--- src/rtl/uart_pkg.sv ---
// Shared UART types and helpers: transmitter state encoding, line levels, baud divisor.
// Latency: n/a (package). Backpressure: n/a.
package uart_pkg;

  typedef enum logic [2:0] {
    IDLE,
    START,
    DATA,
    PARITY,
    STOP
  } tx_state_t;

  localparam logic LINE_IDLE = 1'b1;
  localparam logic START_BIT = 1'b0;

  function automatic int baud_div(input int clk_freq, input int rate);
    return clk_freq / rate;
  endfunction

endpackage

--- src/rtl/uart_sync_fifo.sv ---
// Generic synchronous FIFO with wrap-bit pointers; head word is visible on dout while not empty.
// Latency: one cycle from push to non-empty. Backpressure: push ignored when full, pop ignored when empty.
module uart_sync_fifo #(
  parameter int WIDTH = 8,
  parameter int DEPTH = 4
) (
  input  logic                       clk,
  input  logic                       rst,
  input  logic                       push,
  input  logic [WIDTH-1:0]           din,
  input  logic                       pop,
  output logic [WIDTH-1:0]           dout,
  output logic                       full,
  output logic                       empty,
  output logic [$clog2(DEPTH):0]     level
);

  localparam int AW = $clog2(DEPTH);

  logic [WIDTH-1:0] mem [DEPTH];
  logic [AW:0]      wr_ptr;
  logic [AW:0]      rd_ptr;
  logic             do_push;
  logic             do_pop;

  assign level   = wr_ptr - rd_ptr;
  assign full    = (level == (AW+1)'(DEPTH));
  assign empty   = (wr_ptr == rd_ptr);
  assign do_push = push && !full;
  assign do_pop  = pop && !empty;
  assign dout    = mem[rd_ptr[AW-1:0]];

  // Storage carries no reset: clearing the pointers is enough to discard queued data.
  always_ff @(posedge clk) begin
    if (do_push) begin
      mem[wr_ptr[AW-1:0]] <= din;
    end
  end

  always_ff @(posedge clk or negedge rst) begin
    if (!rst) begin
      wr_ptr <= '0;
      rd_ptr <= '0;
    end else begin
      if (do_push) wr_ptr <= wr_ptr + (AW+1)'(1);
      if (do_pop)  rd_ptr <= rd_ptr + (AW+1)'(1);
    end
  end

endmodule

--- src/rtl/uart_tx_cfg.sv ---
// Configurable UART transmitter behind an input FIFO; parity stage built only with UART_TX_PARITY_EN.
// Latency: tx falls one cycle after a character is accepted into an idle, empty path. Backpressure: tx_ready low while the FIFO is full.
module uart_tx_cfg
  import uart_pkg::*;
#(
  parameter int CLK_FREQ   = 100_000_000,
  parameter int BODE_RATE  = 115_200,
  parameter int DATA_BITS  = 8,
  parameter int STOP_BITS  = 1,
  parameter int PARITY_ODD = 0,
  parameter int FIFO_DEPTH = 4
) (
  input  logic                          clk,
  input  logic                          rst,
  input  logic                          tx_data_valid,
  input  logic [DATA_BITS-1:0]          tx_data,
  output logic                          tx_ready,
  output logic                          tx,
  output logic                          tx_busy,
  output logic [$clog2(FIFO_DEPTH):0]   fifo_level
);

  localparam int DIV = baud_div(CLK_FREQ, BODE_RATE);
  localparam int CW  = (DIV < 2) ? 1 : $clog2(DIV);

  if (DIV < 2) begin : g_div_chk
    $error("uart_tx_cfg: clocks per bit must be at least 2");
  end
  if (DATA_BITS < 5 || DATA_BITS > 9) begin : g_bits_chk
    $error("uart_tx_cfg: DATA_BITS must be 5..9");
  end
  if (STOP_BITS < 1 || STOP_BITS > 2) begin : g_stop_chk
    $error("uart_tx_cfg: STOP_BITS must be 1 or 2");
  end
  if (PARITY_ODD < 0 || PARITY_ODD > 1) begin : g_par_chk
    $error("uart_tx_cfg: PARITY_ODD must be 0 or 1");
  end
  if (FIFO_DEPTH < 2 || (FIFO_DEPTH & (FIFO_DEPTH - 1)) != 0) begin : g_depth_chk
    $error("uart_tx_cfg: FIFO_DEPTH must be a power of two, at least 2");
  end

  tx_state_t             state_q, state_nxt;
  logic [CW-1:0]         baud_q, baud_nxt;
  logic [3:0]            bit_q, bit_nxt;
  logic [DATA_BITS-1:0]  shift_q, shift_nxt;
  logic                  tx_q, tx_nxt;
  logic                  pop;
  logic                  baud_end;
  logic                  fifo_full;
  logic                  fifo_empty;
  logic [DATA_BITS-1:0]  fifo_dout;

  uart_sync_fifo #(
    .WIDTH (DATA_BITS),
    .DEPTH (FIFO_DEPTH)
  ) u_fifo (
    .clk   (clk),
    .rst   (rst),
    .push  (tx_data_valid),
    .din   (tx_data),
    .pop   (pop),
    .dout  (fifo_dout),
    .full  (fifo_full),
    .empty (fifo_empty),
    .level (fifo_level)
  );

  assign tx_ready = !fifo_full;
  assign tx_busy  = (state_q != IDLE) || !fifo_empty;
  assign tx       = tx_q;
  assign baud_end = (baud_q == CW'(DIV - 1));

`ifdef UART_TX_PARITY_EN
  logic par_q, par_nxt;
`endif

  always_comb begin
    state_nxt = state_q;
    baud_nxt  = baud_q;
    bit_nxt   = bit_q;
    shift_nxt = shift_q;
    pop       = 1'b0;
`ifdef UART_TX_PARITY_EN
    par_nxt   = par_q;
`endif
    case (state_q)
      IDLE: begin
        if (!fifo_empty) begin
          pop       = 1'b1;
          shift_nxt = fifo_dout;
          state_nxt = START;
          baud_nxt  = '0;
          bit_nxt   = '0;
        end
      end
      START: begin
        baud_nxt = baud_q + CW'(1);
        if (baud_end) begin
          baud_nxt  = '0;
          state_nxt = DATA;
        end
      end
      DATA: begin
        baud_nxt = baud_q + CW'(1);
        if (baud_end) begin
          baud_nxt  = '0;
          shift_nxt = shift_q >> 1;
          if (bit_q == 4'(DATA_BITS - 1)) begin
            bit_nxt = '0;
`ifdef UART_TX_PARITY_EN
            state_nxt = PARITY;
`else
            state_nxt = STOP;
`endif
          end else begin
            bit_nxt = bit_q + 4'd1;
          end
        end
      end
`ifdef UART_TX_PARITY_EN
      PARITY: begin
        baud_nxt = baud_q + CW'(1);
        if (baud_end) begin
          baud_nxt  = '0;
          state_nxt = STOP;
        end
      end
`endif
      STOP: begin
        baud_nxt = baud_q + CW'(1);
        if (baud_end) begin
          baud_nxt = '0;
          if (bit_q == 4'(STOP_BITS - 1)) begin
            bit_nxt = '0;
            // Chain straight into the next start bit so frames go out back-to-back.
            if (!fifo_empty) begin
              pop       = 1'b1;
              shift_nxt = fifo_dout;
              state_nxt = START;
            end else begin
              state_nxt = IDLE;
            end
          end else begin
            bit_nxt = bit_q + 4'd1;
          end
        end
      end
      default: begin
        state_nxt = IDLE;
        baud_nxt  = '0;
        bit_nxt   = '0;
      end
    endcase

`ifdef UART_TX_PARITY_EN
    if (pop) par_nxt = (^fifo_dout) ^ PARITY_ODD[0];
`endif

    // Line level is decoded from the next state so the registered tx lines up with state_q.
    tx_nxt = LINE_IDLE;
    case (state_nxt)
      START:   tx_nxt = START_BIT;
      DATA:    tx_nxt = shift_nxt[0];
`ifdef UART_TX_PARITY_EN
      PARITY:  tx_nxt = par_nxt;
`endif
      default: tx_nxt = LINE_IDLE;
    endcase
  end

  always_ff @(posedge clk or negedge rst) begin
    if (!rst) begin
      state_q <= IDLE;
      baud_q  <= '0;
      bit_q   <= '0;
      shift_q <= '0;
      tx_q    <= LINE_IDLE;
    end else begin
      state_q <= state_nxt;
      baud_q  <= baud_nxt;
      bit_q   <= bit_nxt;
      shift_q <= shift_nxt;
      tx_q    <= tx_nxt;
    end
  end

`ifdef UART_TX_PARITY_EN
  always_ff @(posedge clk or negedge rst) begin
    if (!rst) par_q <= 1'b0;
    else      par_q <= par_nxt;
  end
`endif

endmodule

--- config.mk ---
export PLATFORM = sky130hd
export DESIGN_NAME = uart_tx_cfg
export DESIGN_NICKNAME = d
export VERILOG_FILES = /design/src/rtl/uart_pkg.sv /design/src/rtl/uart_sync_fifo.sv /design/src/rtl/uart_tx_cfg.sv
export SDC_FILE = /design/constraint.sdc
export NUM_CORES = 1
export LEC_CHECK = 0
export BUFFER_PORTS_ARGS = -buffer_cell sky130_fd_sc_hd__buf_2
export CAP_MARGIN = 20
export CORE_MARGIN = 2
export CORE_UTILIZATION = 40
export DETAILED_ROUTE_END_ITERATION = 6
export GPL_ROUTABILITY_DRIVEN = 0
export PLACE_DENSITY = 0.64
export SETUP_SLACK_MARGIN = 0.2
export SYNTH_ARGS = -nofsm -noshare
export SYNTH_HDL_FRONTEND = slang
export SYNTH_SLANG_ARGS = --single-unit
--- constraint.sdc ---
create_clock -name clk -period 2.2 [get_ports clk]
set_input_delay 0.44 -clock clk [delete_from_list [all_inputs] [get_ports clk]]
set_output_delay 0.44 -clock clk [all_outputs]
set_load 0.01 [all_outputs]
==> results.md <==
* Setup Total Neg Slack at 0 ns
* Pin count of the biggest net entering global routing at 33
* Critical Path RT at 1.76 ns
* CP max stage delay at 0.42 ns
* CP top delay family: adder cells
* Non-filler cells, final at 397
* Post-route ant nets at 0
* 1st-pass router iterations at 4
* Slew Limit Fails at 0
* Routing usage on met2 at 25.1%
* Kind of critical path: reg2out
* Drt drc at 0
* CP startpoint kind: flop
* Worst Setup End Kind: output pin
* Status: complete, no violations
* Clk buf depth at 2
* Die width at 92.6 µm
* CTS tree: yes
* First-pass GRT wire length at 9830 µm
* Synthesized area per cell at 12.7 µm²
* H-tree depth at 3
* Final Hold Viols at 0
* Final HPWL DP at 3890 µm
* Synth Cell Area at 3140 µm²
* Hold_buf cts at 0
* Vias in the first global route at 2,033
* Vias per inst at 5.15
* Worst-path maximum fanout at 3
* Sequential area share after synthesis at 56.1%
* Via count at 2,046
* I/O Buffers at 16
* Max-cap violations at 0
* Slew HR at 50.3%
* Largest family of logic cells by synthesized area: simple AND/OR/NAND/NOR gates
* Critical path buffers and inverters at 1
* Post-Synth Adder-Cell Area at 4.62%
* Core area at 7650 µm²
* Final worst path period share at 99.0%
* R2r setup slk at 0.02 ns
* Final hold slack at 0.150 ns
* Pwr Total at 4.91 mW
* Crit-path cells: ha_4 -> fa_2 -> xnor2_2 -> nand3_1 -> buf_2
* Busiest grt layer: met2
* CTS sink count at 64
* Clock skew at 0.00635 ns
* WL per Instance at 15.0 µm
* Met3 GRT Util at 3.17%
* Post-synthesis mux area share at 6.41%
* CTS root buffer: clkbuf_8
* Row count at 32
* R2R Path Start: u_fifo.rd_ptr[0]
* Power per cell area at 1290 nW/µm²
* Fmax at 459 MHz
* Reg2Reg Depth at 7
* Max stage delay cell, worst path: dfrtp_1
* Grt total ovfl at 0
* Leakage at 1.51 nW
* Final WL at 5960 µm
* Initial antenna violation count at 0
* Setup-failing EPs final at 0
* RSZ-0062 raised after global routing: yes
* Synth unique cells at 55
* Die area at 8580 µm²
* ANT cells at 0
* Clock-pin slew on the worst setup and hold paths at 0.08 ns
* Yosys warning total at 0
* Post-synthesis async set-or-reset flop share at 50.0%
* Met1 GRT Util at 19.1%
* Fillers at 673
* Ys flop type: edfxtp_1
* Post-Synth XOR/XNOR Area at 4.46%
* Initial drt markers at 85
* R2r endpoint: u_fifo.mem[1][0]
* Initial core utilization at 41.1%
* Die height at 92.6 µm
* GR Util All Layers at 15.2%
* Least-Margin Pin Slew at 0.746 ns
* Synth Area in Simple Gates at 13.6%
* Post-synth EDFFs at 32
* Worst VDD drop at 0.755 mV
* Fin nets at 312
* Fin crit period at 2.18 ns
* Synth Area in Compound Gates at 11.1%
* Post-Syn Nets at 270
* Syn Inst Count at 248
* Count of boundary I/O pins at 17
* TritonCTS Buffers at 9
* Synthesized flop and latch total at 64
* DP Cell Count at 368
* Layout cells sized above 1 at 33.6%
* Syn-to-layout area delta at 21.6%
* HP Class: in2async
* Clock latency on the worst-skew pair at 0.34 ns
* WP data arrival at 1.74 ns
## per-layer routing
metal  share of wire, %  wire, µm
met1                 45      2690
met4                1.9       116
met3                1.9       116
met2                 51      3030
met5                  0         0
## cells in the final DEF, fill, tap and decap left out, types with 3 or more instances in the layout
cell type	synthesis	routed
buf_6	1	5
xnor2_1	10	9
ha_1	10	7
a21boi_0	3	3
nand3_1	8	8
mux4_2	8	8
nor3_1	4	4
o2bb2ai_1	3	3
dfrtp_1	31	30
buf_2	7	15
nand2_1	16	16
buf_4	1	20
clkbuf_8	0	9
ha_4	0	3
a22oi_1	5	5
inv_1	15	12
inv_6	0	3
and2_4	0	6
edfxtp_1	32	32
a21oi_1	7	7
o21ai_0	9	8
nor2_1	21	20
xor2_1	6	6
## flip-flops by register name, indices dropped and copies added, names as in the netlist
| name | count |
|---|---|
| tx | 1 |
| state_q | 3 |
| shift_q | 8 |
| u_fifo.rd_ptr | 3 |
| u_fifo.mem | 32 |
| u_fifo.wr_ptr | 3 |
| baud_q | 10 |
| bit_q | 4 |
## kinds of logic (layout without fill, tap and decap cells)
logic type,after synthesis,count (layout)
DFF,64,64
buffers and inverters,25,71
adders and majority gates,11,11
and+or+nand+nor,78,79
AOI/OAI and AO/OA,44,44
muxes,10,10
xor gates and xnor gates,16,16
## Yosys cell counts (2+ instances only)
master	number	area, µm²
edfxtp_1	32	961
dfrtp_1	31	776
nor2_1	21	78.8
nand2_1	16	60.1
inv_1	15	56.3
ha_1	10	125
xnor2_1	10	87.6
o21ai_0	9	45.0
mux4_2	8	180
nand3_1	8	40.0
a21oi_1	7	35.0
buf_2	7	35.0
and2_1	6	37.5
xor2_1	6	52.6
a22oi_1	5	37.5
nor3_1	4	20.0
a21boi_0	3	22.5
and3_1	3	18.8
o2bb2ai_1	3	26.3
a211o_1	2	17.5
a21o_1	2	15.0
a221o_1	2	20.0
and2b_1	2	15.0
and4_1	2	17.5
nand4_1	2	12.5
nor2b_1	2	12.5
nor3b_2	2	25.0
## metrics by stage
stage	setup slack, ns	instance area (µm²)	utilization, %
2_1_floorplan	0.183	3190	-
3_3_place_gp	0.135	3420	44.7
3_5_place_dp	0.100	3420	44.7
4_1_cts	0.00548	3680	48.2
5_1_grt	-0.0566	3820	49.9
6_report	0.0215	3820	49.9
## where the power goes
part	switching [mW]	internal (mW)	leakage (nW)
logic	0.972	1.08	0.716
registers	0.216	1.62	0.695
clock network	0.491	0.534	0.101
total	1.68	3.23	1.51
## layout make-up
class                   instances  area, µm²  area share, %
flip-flops and latches         64       1760           46.2
multi-input cells             160       1390           36.3
repair buffers                 40        282           7.37
well taps                     102        128           3.34
clock buffers                   9        124           3.24
clock inverters                 7       77.6           2.03
inverters                      15       58.8           1.54
## what timing repair did
| action | 4_1_cts | 5_1_grt |
|---|---|---|
| endpoints found under the setup margin | 38 | 59 |
| buffers inserted | 6 | 6 |
| pin swaps | 7 | 14 |
| gates resized for setup | 7 | 22 |
| cloned | 1 | 0 |
## how the worst max path moves through the flow
stage / startpoint / to / cells past startpoint
after floorplan: u_fifo.rd_ptr[1] / bit_q[3] / 8
after global placement: u_fifo.wr_ptr[0] / u_fifo.mem[3][2] / 6
after detailed placement: u_fifo.wr_ptr[0] / u_fifo.mem[3][3] / 6
after CTS: u_fifo.rd_ptr[0] / tx_ready / 5
after global routing: u_fifo.wr_ptr[0] / tx_ready / 6
final: u_fifo.rd_ptr[0] / tx_ready / 5
Power figures use the tool's default switching activity.
